**src/rtl/seq_mult_pkg.sv**
```systemverilog
// Shared types for the sequential multiplier: FSM state encoding and the
// active-low 7-segment code table (segment order gfedcba).
package seq_mult_pkg;

    typedef enum logic [1:0] {
        S_IDLE,
        S_ADD,
        S_SHIFT,
        S_HOLD
    } state_t;

    // Index 15 is the leftmost entry; the codes cover hex digits 0..F.
    localparam logic [15:0][6:0] SEG_TABLE = {
        7'h0E, 7'h06, 7'h21, 7'h46, 7'h03, 7'h08, 7'h10, 7'h00,
        7'h78, 7'h02, 7'h12, 7'h19, 7'h30, 7'h24, 7'h79, 7'h40
    };

endpackage

```
**src/rtl/hex_driver.sv**
```systemverilog
// Nibble to active-low 7-segment decoder, used by the optional hex display.
module hex_driver
    import seq_mult_pkg::*;
(
    input  logic [3:0] i_nibble,
    output logic [6:0] o_seg
);

    assign o_seg = SEG_TABLE[i_nibble];

endmodule

```
**src/rtl/seq_multiplier.sv**
```systemverilog
// Add/shift sequential multiplier: {A,B} receives the 2*WIDTH-bit product of the
// loaded B and the multiplicand S. Define HEX_DISPLAY_EN for 7-segment outputs.
module seq_multiplier #(
    parameter int WIDTH  = 8,
    parameter int SIGNED = 1
) (
    input  logic             Clk,
    input  logic             Reset_n,
    input  logic             ClearA_LoadB,
    input  logic             Run,
    input  logic [WIDTH-1:0] Din,
    output logic [WIDTH-1:0] A,
    output logic [WIDTH-1:0] B,
    output logic             X,
    output logic             Busy,
    output logic             Done
`ifdef HEX_DISPLAY_EN
    ,
    output logic [6:0]       AhexU,
    output logic [6:0]       AhexL,
    output logic [6:0]       BhexU,
    output logic [6:0]       BhexL
`endif
);

    import seq_mult_pkg::*;

    localparam int               CNT_W    = $clog2(WIDTH) + 1;
    localparam logic [CNT_W-1:0] LAST_BIT = CNT_W'(WIDTH - 1);

    state_t             r_state, w_state_nxt;
    logic               r_x, w_x_nxt;
    logic [WIDTH-1:0]   r_a, w_a_nxt;
    logic [WIDTH-1:0]   r_b, w_b_nxt;
    logic [WIDTH-1:0]   r_s, w_s_nxt;
    logic [CNT_W-1:0]   r_cnt, w_cnt_nxt;
    logic               r_run;
    logic               w_run_fall;
    logic               w_sub;
    logic signed [WIDTH:0] w_sum;

    // {X,A} is a (WIDTH+1)-bit accumulator, so neither the add nor the
    // final-bit subtract of the most-negative S can overflow.
    function automatic logic signed [WIDTH:0] addsub(
        input logic signed [WIDTH:0] acc,
        input logic [WIDTH-1:0]      s,
        input logic                  sub
    );
        logic signed [WIDTH:0] ext_s;
        ext_s = (SIGNED != 0) ? {s[WIDTH-1], s} : {1'b0, s};
        return sub ? (acc - ext_s) : (acc + ext_s);
    endfunction

    assign w_run_fall = r_run & ~Run;
    assign w_sub      = (SIGNED != 0) && (r_cnt == LAST_BIT);
    assign w_sum      = addsub({r_x, r_a}, r_s, w_sub);

    always_comb begin
        w_state_nxt = r_state;
        w_x_nxt     = r_x;
        w_a_nxt     = r_a;
        w_b_nxt     = r_b;
        w_s_nxt     = r_s;
        w_cnt_nxt   = r_cnt;
        case (r_state)
            S_IDLE: begin
                if (!ClearA_LoadB) begin
                    w_x_nxt = 1'b0;
                    w_a_nxt = '0;
                    w_b_nxt = Din;
                end else if (w_run_fall) begin
                    w_s_nxt     = Din;
                    w_x_nxt     = 1'b0;
                    w_a_nxt     = '0;
                    w_cnt_nxt   = '0;
                    w_state_nxt = S_ADD;
                end
            end
            S_ADD: begin
                if (r_b[0]) begin
                    {w_x_nxt, w_a_nxt} = w_sum;
                end
                w_state_nxt = S_SHIFT;
            end
            S_SHIFT: begin
                // The old X always lands in A's MSB; only the new X differs by mode.
                w_x_nxt     = (SIGNED != 0) ? r_x : 1'b0;
                w_a_nxt     = {r_x, r_a[WIDTH-1:1]};
                w_b_nxt     = {r_a[0], r_b[WIDTH-1:1]};
                w_cnt_nxt   = r_cnt + 1'b1;
                w_state_nxt = (r_cnt == LAST_BIT) ? S_HOLD : S_ADD;
            end
            S_HOLD: begin
                if (Run) begin
                    w_state_nxt = S_IDLE;
                end
            end
            default: w_state_nxt = S_IDLE;
        endcase
    end

    always_ff @(posedge Clk or negedge Reset_n) begin
        if (!Reset_n) begin
            r_state <= S_IDLE;
            r_x     <= 1'b0;
            r_a     <= '0;
            r_b     <= '0;
            r_s     <= '0;
            r_cnt   <= '0;
            r_run   <= 1'b1;
        end else begin
            r_state <= w_state_nxt;
            r_x     <= w_x_nxt;
            r_a     <= w_a_nxt;
            r_b     <= w_b_nxt;
            r_s     <= w_s_nxt;
            r_cnt   <= w_cnt_nxt;
            r_run   <= Run;
        end
    end

    assign A    = r_a;
    assign B    = r_b;
    assign X    = r_x;
    assign Busy = (r_state == S_ADD) || (r_state == S_SHIFT);
    assign Done = (r_state == S_HOLD);

`ifdef HEX_DISPLAY_EN
    logic [7:0] w_a_byte;
    logic [7:0] w_b_byte;

    // Narrow operands are zero-extended so the display always shows a full byte.
    generate
        if (WIDTH >= 8) begin : g_byte_wide
            assign w_a_byte = r_a[7:0];
            assign w_b_byte = r_b[7:0];
        end else begin : g_byte_narrow
            assign w_a_byte = {{(8-WIDTH){1'b0}}, r_a};
            assign w_b_byte = {{(8-WIDTH){1'b0}}, r_b};
        end
    endgenerate

    hex_driver u_hex_au (.i_nibble(w_a_byte[7:4]), .o_seg(AhexU));
    hex_driver u_hex_al (.i_nibble(w_a_byte[3:0]), .o_seg(AhexL));
    hex_driver u_hex_bu (.i_nibble(w_b_byte[7:4]), .o_seg(BhexU));
    hex_driver u_hex_bl (.i_nibble(w_b_byte[3:0]), .o_seg(BhexL));
`endif

endmodule

```
**config.mk**
```make
export PLATFORM = sky130hd
export DESIGN_NAME = seq_multiplier
export DESIGN_NICKNAME = d
export VERILOG_FILES = /design/src/rtl/seq_mult_pkg.sv /design/src/rtl/hex_driver.sv /design/src/rtl/seq_multiplier.sv
export SDC_FILE = /design/constraint.sdc
export NUM_CORES = 1
export LEC_CHECK = 0
export ABC_CLOCK_PERIOD_IN_PS = 4000
export CAP_MARGIN = 25
export CORE_ASPECT_RATIO = 2
export CORE_MARGIN = 5
export CORE_UTILIZATION = 55
export CTS_CLUSTER_SIZE = 28
export DETAILED_ROUTE_END_ITERATION = 10
export PLACE_DENSITY = 0.9
export SLEW_MARGIN = 20
export SYNTH_ARGS = -nofsm -noshare
export SYNTH_HDL_FRONTEND = slang
export SYNTH_SLANG_ARGS = --single-unit
```
**constraint.sdc**
```tcl
create_clock -name Clk -period 4 [get_ports Clk]
set_clock_uncertainty 0.15 [all_clocks]
set_input_delay 0.8 -clock Clk [delete_from_list [all_inputs] [get_ports Clk]]
set_output_delay 0.8 -clock Clk [all_outputs]
set_load 0.05 [all_outputs]
```
==> run_results.csv <==
group,metric,value,unit
status,outcome,"complete, no violations",
critical_path,cp_cell_sequence,"ha_1, and3b_2, mux2_2, fa_1, nand2b_1, a21oi_1, o21ai_0, xnor2_1, o31ai_2",
finish,fin_nets,272,
grt,grt_usage,0.230,
logic_synthesis,synth_warnings,0,
power,p_per_area,966,nW/um2
clock_tree,cts_tree,"built",
placement,place.gp.congestion,0.937,
timing,setup_slack,1.00,ns
clock_tree,cts.sinks,32,
critical_path,slowest_delay,0.44,ns
logic_synthesis,yosys.area.top_type,"dfrtp_1",
timing,final_hold_viol_count,0,
logic_synthesis,netlist_area,2040,um2
critical_path,critPathCaptureType,"register",
grt,grt_pass1_wl,8.45,mm
timing,post-route-period-util,0.749,
logic_synthesis,ys_types,49,
clock_tree,hold_buffers,0,
clock_tree,post_cts_buffers,0,
timing,slew_violations,0,
routing,routed_wl,5.24,mm
placement,placed_area,2380,um2
power,total_power,0.00240,W
floorplanning,ios,31,
logic_synthesis,yosysTopAreaCellShare,0.381,
floorplanning,dieHeight,96.0,um
clock_tree,clk_pin_slew,0.07,ns
critical_path,critPathSlowestCell,"fa_1",
critical_path,start_kind,"register",
floorplanning,rows,31,
floorplanning,die_w,53.0,um
logic_synthesis,synth-seq-cells,32,
logic_synthesis,async_flop_share,1.00,
logic_synthesis,synthTopCellsByArea,"dfrtp_1 38%, ha_1 8.6%, mux2_2 5.0%, o22ai_1 4.9%, a21oi_1 4.4%",
timing,worstMarginPinSlew,0.607,ns
power,p_leak,1.04,nW
routing,drtAntennaViolNets,0,
worst_hold_path,min_from,"r_cnt[1]$_DFFE_PN0P_",
grt,grt_pass1_vias,1875,
routing,drc,0,
grt,grt_overflow_total,0,
floorplanning,core_area,3610,um2
floorplanning,die_area,5090,um2
grt,grt_start_max_net_pins,33,
placement,pre_cts_ws,1.08,ns
critical_path,critPathLaunch,"r_cnt[0]$_DFFE_PN0P_",
routing,firstDrtPassIters,4,
clock_tree,cts_buffers,5,
timing,slew_headroom,0.593,
placement,portBuffers,30,
floorplanning,start_util,0.564,
timing,timing.fmax,0.334,GHz
timing,setup_viol,0,
logic_synthesis,synthFlopType,"dfrtp_1",
timing,rsz0062_at_grt,"false",
routing,vias,1836,
timing,fin_setup_tns,0,ns
routing,viasPerCell,6.22,
clock_tree,clk_path_buf_depth,2,
clock_tree,worstSkewPairLatency,0.30,ns
finish,n_antenna_cell,0,
critical_path,rr_startpoint,"r_cnt[0]$_DFFE_PN0P_",
grt,antenna_found_initial,0,
power,ir_drop,0.576,mV
finish,mostFrequentLayoutCells,"31 x dfrtp_1, 30 x clkdlybuf4s50_1, 18 x a21oi_1",
finish,fin_area,2490,um2
placement,dpl.hpwl,3.88,mm
finish,drive_above_1_share,0.106,
critical_path,crit_type,"reg2reg",
critical_path,path_max_fanout,12,
finish,final_common_cell,"dfrtp_1",
finish,final_core_util,0.690,
critical_path,crit_arrival,3.06,ns
logic_synthesis,synth-edff-count,0,
logic_synthesis,syn_nets,240,
routing,wire_per_inst,17.8,um
logic_synthesis,syn_area_per_cell,9.56,um2
clock_tree,cts-root-buf,"clkbuf_8",
worst_hold_path,hp-class,"reg2reg",
logic_synthesis,netlist_instances,213,
routing,drt_iter0_drc,52,
critical_path,cp.required,4.06,ns
logic_synthesis,yosysSeqAreaShare,0.394,
clock_tree,ctsResizeCount,0,
timing,period_needed,3.00,ns
run,cap_violations,0,
finish,syn2layout_area_growth,22.2,%
clock_tree,htreeDepth,2,
synthesized netlist by cell type, types with 2 or more instances:
cell type	instances
dfrtp_1	31
a21oi_1	18
o22ai_1	16
ha_1	14
o21ai_0	14
nand2_1	13
inv_1	12
nor2_1	12
mux2_2	9
o21a_1	7
xnor2_1	7
a32oi_1	5
nor2b_1	5
nor3_1	4
clkbuf_1	3
nand2b_1	3
o21ai_1	3
o31ai_1	3
a22o_1	2
and2_1	2
buf_2	2
flip-flops by register name (all words and copies together), names as in the netlist:
register  flops
A             8
B             8
X             1
r_cnt         4
r_run         1
r_s           8
r_state       2
critical path, delay by kind of cell (launching register included):
kind                       cells  cell delay, ns
DFF                            1            0.40
AOI/OAI and AO/OA              3            0.59
adders and majority gates      2            0.65
xor gates and xnor gates       1            0.16
muxes                          1            0.41
and+or+nand+nor                2            0.56
per-layer routing:
layer,share of wire,track usage,vias up
li1,-,-,858
met1,0.37,0.230,913
met2,0.57,0.426,51
met3,0.027,0.0419,14
met4,0.035,0.124,0
met5,0,0,-
report_power, final:
| group | switching [W] | leakage (nW) | internal, W |
|---|---|---|---|
| clock | 0.000133 | 0.0541 | 0.000184 |
| sequential | 0.000148 | 0.392 | 0.000445 |
| combinational | 0.000906 | 0.597 | 0.000587 |
| total | 0.00119 | 1.04 | 0.00122 |
kinds of logic after synthesis:
kind of cell | count (synthesis) | share of synthesized area
AOI/OAI and AO/OA | 80 | 0.258
and+or+nand+nor | 49 | 0.123
DFF | 32 | 0.394
buffers and inverters | 19 | 0.0399
adders and majority gates | 15 | 0.0959
muxes | 10 | 0.0547
xor gates and xnor gates | 8 | 0.0344
final timing paths:
kind	to	slack (ns)	depth (start not counted)
setup / recovery	X$_DFFE_PN0P_	1.00	9
min in group asynchronous	r_state[0]$_DFFE_PN0P_	0.75	2
setup reg to reg	X$_DFFE_PN0P_	1.00	9
hold / removal	r_cnt[1]$_DFFE_PN0P_	0.39	1
max in group asynchronous	r_run$_DFF_PN1_	2.61	2
hold reg to reg	r_cnt[1]$_DFFE_PN0P_	0.39	1
stage by stage:
stage                     cells  hold slack [ns]
after floorplan             213            0.330
after global placement      287            0.347
after detailed placement    287            0.364
after CTS                   295            0.388
after global routing        295            0.405
final                       295            0.389
layout make-up:
type,count,area (um2)
Multi-Input combinational cell,162,1150
Fill cell,296,1120
Sequential cell,32,802
Timing Repair Buffer,32,315
Clock buffer,5,68.8
Tap cell,49,61.3
Inverter,12,45.0
Clock inverter,3,42.5
No activity file was read; power rests on OpenSTA's default activity.
